$ cat config.mk
export PLATFORM = sky130hd
export DESIGN_NAME = imm_instr_encoder
export DESIGN_NICKNAME = d
export VERILOG_FILES = /design/src/rtl/imm_instr_encoder.sv
export SDC_FILE = /design/constraint.sdc
export NUM_CORES = 1
export LEC_CHECK = 0
export ABC_CLOCK_PERIOD_IN_PS = 4500
export BUFFER_PORTS_ARGS = -buffer_cell sky130_fd_sc_hd__clkbuf_2
export CORE_MARGIN = 3
export CORE_UTILIZATION = 53
export DETAILED_ROUTE_END_ITERATION = 10
export GPL_TIMING_DRIVEN = 0
export PLACE_DENSITY = 0.89
export SLEW_MARGIN = 20
export SYNTH_ARGS = -nofsm -noshare
export SYNTH_HDL_FRONTEND = slang
export SYNTH_SLANG_ARGS = --single-unit
$ cat constraint.sdc
create_clock -name clk -period 4.5 [get_ports clk]
set_input_delay 0.675 -clock clk [delete_from_list [all_inputs] [get_ports clk]]
set_output_delay 0.675 -clock clk [all_outputs]
set_load 0.005 [all_outputs]
$ cat src/rtl/imm_instr_encoder.sv
// RV32I immediate encoder: range-checks a signed immediate and packs it with the
// register/funct fields into an instruction word, queued through a 2-entry FIFO.
module imm_instr_encoder #(
    parameter logic [31:0] NOP_WORD  = 32'h0000_0013,
    parameter int          ERR_CNT_W = 8
) (
    input  logic                 clk,
    input  logic                 rst_n,
    input  logic                 in_valid,
    output logic                 in_ready,
    input  logic [2:0]           in_format,
    input  logic [6:0]           in_opcode,
    input  logic [4:0]           in_rd,
    input  logic [2:0]           in_funct3,
    input  logic [4:0]           in_rs1,
    input  logic [4:0]           in_rs2,
    input  logic [31:0]          in_imm,
    output logic                 out_valid,
    input  logic                 out_ready,
    output logic [31:0]          out_instr,
    output logic                 out_err,
    output logic [1:0]           out_err_code,
    output logic [15:0]          enc_count,
    output logic [ERR_CNT_W-1:0] err_count
);

    localparam logic [2:0] FMT_I = 3'd0;
    localparam logic [2:0] FMT_S = 3'd1;
    localparam logic [2:0] FMT_B = 3'd2;
    localparam logic [2:0] FMT_U = 3'd3;
    localparam logic [2:0] FMT_J = 3'd4;

    localparam logic [1:0] ERR_NONE  = 2'd0;
    localparam logic [1:0] ERR_RANGE = 2'd1;
    localparam logic [1:0] ERR_ALIGN = 2'd2;
    localparam logic [1:0] ERR_FMT   = 2'd3;

    function automatic logic in_range(input logic signed [31:0] v,
                                      input logic signed [31:0] lo,
                                      input logic signed [31:0] hi);
        return (v >= lo) && (v <= hi);
    endfunction

    function automatic logic [ERR_CNT_W-1:0] sat_inc(input logic [ERR_CNT_W-1:0] v);
        return (&v) ? v : v + 1'b1;
    endfunction

    logic signed [31:0] imm_p0;
    logic [31:0]        packed_p0;
    logic [31:0]        enc_instr_p0;
    logic [1:0]         enc_code_p0;
    logic               enc_err_p0;

    assign imm_p0 = in_imm;

    // Stage p0: combinational encode and check of the presented request
    always_comb begin
        packed_p0   = '0;
        enc_code_p0 = ERR_NONE;
        case (in_format)
            FMT_I: begin
                packed_p0 = {in_imm[11:0], in_rs1, in_funct3, in_rd, in_opcode};
                if (!in_range(imm_p0, -32'sd2048, 32'sd2047)) enc_code_p0 = ERR_RANGE;
            end
            FMT_S: begin
                packed_p0 = {in_imm[11:5], in_rs2, in_rs1, in_funct3, in_imm[4:0], in_opcode};
                if (!in_range(imm_p0, -32'sd2048, 32'sd2047)) enc_code_p0 = ERR_RANGE;
            end
            FMT_B: begin
                packed_p0 = {in_imm[12], in_imm[10:5], in_rs2, in_rs1, in_funct3,
                             in_imm[4:1], in_imm[11], in_opcode};
                if (in_imm[0])
                    enc_code_p0 = ERR_ALIGN;
                else if (!in_range(imm_p0, -32'sd4096, 32'sd4094))
                    enc_code_p0 = ERR_RANGE;
            end
            FMT_U: begin
                packed_p0 = {in_imm[31:12], in_rd, in_opcode};
                if (in_imm[11:0] != 12'd0) enc_code_p0 = ERR_ALIGN;
            end
            FMT_J: begin
                packed_p0 = {in_imm[20], in_imm[10:1], in_imm[11], in_imm[19:12], in_rd, in_opcode};
                if (in_imm[0])
                    enc_code_p0 = ERR_ALIGN;
                else if (!in_range(imm_p0, -32'sd1048576, 32'sd1048574))
                    enc_code_p0 = ERR_RANGE;
            end
            default: enc_code_p0 = ERR_FMT;
        endcase
        enc_err_p0   = (enc_code_p0 != ERR_NONE);
        enc_instr_p0 = enc_err_p0 ? NOP_WORD : packed_p0;
    end

    logic [31:0] buf_instr_p1 [2];
    logic        buf_err_p1   [2];
    logic [1:0]  buf_code_p1  [2];
    logic [1:0]  cnt_p1;
    logic [1:0]  cnt_nxt;
    logic        in_ready_p1;
    logic        push;
    logic        pop;
    logic        wr_slot1;

    assign in_ready     = in_ready_p1;
    assign out_valid    = (cnt_p1 != 2'd0);
    assign out_instr    = buf_instr_p1[0];
    assign out_err      = buf_err_p1[0];
    assign out_err_code = buf_code_p1[0];

    assign push     = in_valid && in_ready_p1;
    assign pop      = out_valid && out_ready;
    // Slot 0 is always the head; a new word lands in slot 1 only if slot 0 stays occupied
    assign wr_slot1 = (cnt_p1 == 2'd1) && !pop;

    always_comb begin
        cnt_nxt = cnt_p1;
        case ({push, pop})
            2'b10:   cnt_nxt = cnt_p1 + 2'd1;
            2'b01:   cnt_nxt = cnt_p1 - 2'd1;
            default: cnt_nxt = cnt_p1;
        endcase
    end

    // Stage p1: two-entry output buffer and transfer counters
    always_ff @(posedge clk) begin
        if (!rst_n) begin
            cnt_p1          <= 2'd0;
            in_ready_p1     <= 1'b0;
            enc_count       <= '0;
            err_count       <= '0;
            buf_instr_p1[0] <= '0;
            buf_instr_p1[1] <= '0;
            buf_err_p1[0]   <= 1'b0;
            buf_err_p1[1]   <= 1'b0;
            buf_code_p1[0]  <= '0;
            buf_code_p1[1]  <= '0;
        end else begin
            cnt_p1      <= cnt_nxt;
            in_ready_p1 <= (cnt_nxt != 2'd2);
            if (pop) begin
                if (buf_err_p1[0]) err_count <= sat_inc(err_count);
                else               enc_count <= enc_count + 16'd1;
                buf_instr_p1[0] <= buf_instr_p1[1];
                buf_err_p1[0]   <= buf_err_p1[1];
                buf_code_p1[0]  <= buf_code_p1[1];
            end
            if (push) begin
                if (wr_slot1) begin
                    buf_instr_p1[1] <= enc_instr_p0;
                    buf_err_p1[1]   <= enc_err_p0;
                    buf_code_p1[1]  <= enc_code_p0;
                end else begin
                    buf_instr_p1[0] <= enc_instr_p0;
                    buf_err_p1[0]   <= enc_err_p0;
                    buf_code_p1[0]  <= enc_code_p0;
                end
            end
        end
    end

endmodule
==> metrics <==
status=complete, no violations; area leader, netlist=edfxtp_1; DRC=0; Post-Place Setup Slack=around 1700 ps; Net Count, Synth=around 530; peak supply drop=0.194 mV; Hold Crit Endpoint=err_count[1]$_SDFFE_PN0P_; Die Ht=around 100 um; hold slack final=roughly 520 ps; initial DRC count=~190; Clock Sinks=97; clk slew on worst S/H paths=100 ps; Lkg Pwr=about 2.3 nW; Reg2Reg Depth=12; worst hold path depth=2; post-CTS sizing=0; R2R setup slack=~1800 ps; min Tclk post-route=around 2700 ps; CP Capture Type=register; H-tree levels=3; fmax=roughly 370 MHz; CP Launch Type=register; Antenna Nets Post-Route=0; Max-Cap Viols=0; diode count=0; GR Util All Layers=~24%; Final WS setup=about 1800 ps; area of the multi-input gates=roughly 2000 sq um; final WL=12.0 mm; vias post-DR=between 4,000 and 5,000; vias in the first global route=~4,200; Post-DP Area=between 5000 and 6000 sq um; Final period util=59.3%; grt total ovfl=0; combinational power share=between 10% and 20%; Final Hold Viols=0; CTS Root Cell=clkbuf_8; Rel. slew slack=around half; worst path required time=roughly 4700 ps; Avg Cell Area, Syn=10.5 sq um; Int Pwr=roughly 1.3 mW; first-pass GRT wire length=19.6 mm; critical path class=register to register; worst r2r src=cnt_p1[0]$_SDFF_PN0_; Hold WC Path Type=register to register; Yosys warnings=0; CP startpoint=cnt_p1[0]$_SDFF_PN0_; Final Util=66.4%; largest net degree at the start of global routing=20; final net count=664; Synth top area share=between 40 and 50%; Crit path largest cell delay=a little over 400 ps; CTS tree=built; final setup fails=0; CP max FO=10; io pins=between 100 and 150; Post-synth EDFFs=70; Switching Share=about a quarter; Design Area, Final=slightly below 6000 sq um; Cells after Synth=~460; ratio of cells with drive above 1 in the final layout=between 20 and 30%; worst slew pin tran=around 740 ps; synth unique cells=48; Seq pwr share=a little under three fifths; number of port buffers=between 100 and 150; PwrDens=about 310 nW/um^2; core area=between 8000 and 9000 sq um; Area Overhead vs Synth=20.9%; Die X=roughly 100 um; RSZ-0062 raised after global routing=no; Via-to-Cell Ratio=between 5 and 6; clk buf depth=2; Register Area=~2600 sq um; min-delay src=err_count[1]$_SDFFE_PN0P_; sequential fraction of the synthesis area=54.8%; antenna violations before repair=0; Synth async-reset ratio=0%; Clock Power Share=between 30% and 40%; Final HPWL DP=9.06 mm; synthesized flop and latch total=97; Fill cells=689; ys flop type=edfxtp_1; highest-delay cell along the critical path=or4_4; CP cell instances=inv_1, ha_1, nor2b_4, inv_1, nand2_1, and3_1, buf_2, nand2_1, or4_4, buf_6, buf_6, o21ai_1; first-pass iteration count of the detailed router=5; largest cells by area after synthesis=edfxtp_1 (44%), dfxtp_1 (11%), a22oi_1 (3.6%); Synth Cell Area=4820 sq um; RePlAce Congestion=roughly 0.93; Pins Over Slew Limit=0; hold buffer count at cts=0; Initial Util=a little over half; CP arrival=2870 ps; CTS Buf Count=9; DR WL/cell=~17 um; worst skew pair latency=approximately 360 ps; Die ar.=~10,000 sq um; P_sw=about 0.46 mW; Post-CTS Setup Bufs=0; Post-Route Skew=~14 ps; Cell Rows=34; R2R Path End=buf_instr_p1[0][16]$_DFFE_PP_
[final cells by class]
cell class	instances	share of cell area, %
Sequential cell	97	45.4
Multi-Input combinational cell	328	34.9
Timing Repair Buffer	124	11.4
Tap cell	108	2.32
Clock buffer	11	2.26
Buffer	27	2.26
Clock inverter	5	0.967
Inverter	7	0.451
[power groups by stage]
stage,sequential [mW],clock [mW],combinational [mW]
after floorplan,1.04,0,0.110
after global placement,1.04,0,0.209
after detailed placement,1.04,0,0.226
after CTS,1.01,0.565,0.227
after global routing,1.02,0.597,0.252
final,1.01,0.563,0.229
[synth_stat cells, types with 4 or more instances]
| cell | instances |
|---|---|
| a21boi_0 | 5 |
| a21oi_1 | 19 |
| a22oi_1 | 23 |
| a32o_1 | 4 |
| and2_1 | 23 |
| and3_1 | 8 |
| clkbuf_1 | 20 |
| dfxtp_1 | 27 |
| edfxtp_1 | 70 |
| ha_1 | 6 |
| inv_1 | 7 |
| mux2_2 | 5 |
| nand2_1 | 45 |
| nand3_1 | 15 |
| nand4_1 | 14 |
| nor2_1 | 30 |
| nor3_1 | 32 |
| o21a_1 | 4 |
| o21ai_0 | 18 |
| o21ai_1 | 10 |
| o21ai_2 | 10 |
| xnor2_1 | 16 |
| xor2_1 | 5 |
[metal layers]
| metal | GRT usage, % | up-vias | share of wire (%) |
|---|---|---|---|
| met3 | 5.72 | 24 | 8.4 |
| met2 | 39.3 | 203 | 48 |
| li1 | - | 1963 | - |
| met1 | 31.3 | 1919 | 42 |
| met5 | 0 | - | 0 |
| met4 | 9.61 | 0 | 2.1 |
[kinds of logic after synthesis]
logic type,after synthesis,share of synthesized area (%)
mux,8,1.79
fa+ha+maj,6,1.56
xor+xnor,21,3.82
simple gates,188,20.3
flops,97,54.8
buf+inv,34,3.27
compound gates,105,14.4
[flip-flops by register name, indices dropped and copies added, names as in the netlist]
name          count
buf_instr_p1     64
enc_count        16
err_count         8
buf_code_p1       4
buf_err_p1        2
cnt_p1            2
in_ready          1
[stage by stage]
step                setup TNS, ps  cells  power, mW
finish                          0    707       1.81
global placement           -18530    689       1.25
floorplan                       0    459       1.15
global route                    0    707       1.87
detailed placement              0    691       1.26
CTS                             0    707       1.81
[worst max-delay path: cells and delay by family (launching register included)]
kind	cells	cell delay [ps]
compound gates	1	180
fa+ha+maj	1	250
buf+inv	5	670
flops	1	390
simple gates	5	1030
[cells in the final DEF, fill, tap and decap left out, types with 6 or more instances in the layout]
cell	netlist	routed
inv_1	7	7
nand4_1	14	14
o21ai_1	10	10
clkbuf_2	0	122
o21ai_0	18	17
clkbuf_1	20	22
nor2_1	30	30
xnor2_1	16	16
nand3_1	15	14
nand2_1	45	45
and3_1	8	8
a22oi_1	23	23
nor3_1	32	32
ha_1	6	6
clkbuf_8	0	9
dfxtp_1	27	27
o21ai_2	10	10
edfxtp_1	70	70
and2_1	23	23
a21oi_1	19	19
[worst max-delay path by stage]
stage | endpoint | slack, ps
floorplan | buf_code_p1[1][0]$_SDFFCE_PP0P_ | 550
global placement | buf_instr_p1[1][26]$_SDFFCE_PP0P_ | -530
detailed placement | buf_instr_p1[0][28]$_DFFE_PP_ | 1720
CTS | buf_instr_p1[0][16]$_DFFE_PP_ | 1840
global route | buf_instr_p1[0][16]$_DFFE_PP_ | 1660
finish | buf_instr_p1[0][16]$_DFFE_PP_ | 1830
Power figures use the tool's default switching activity.
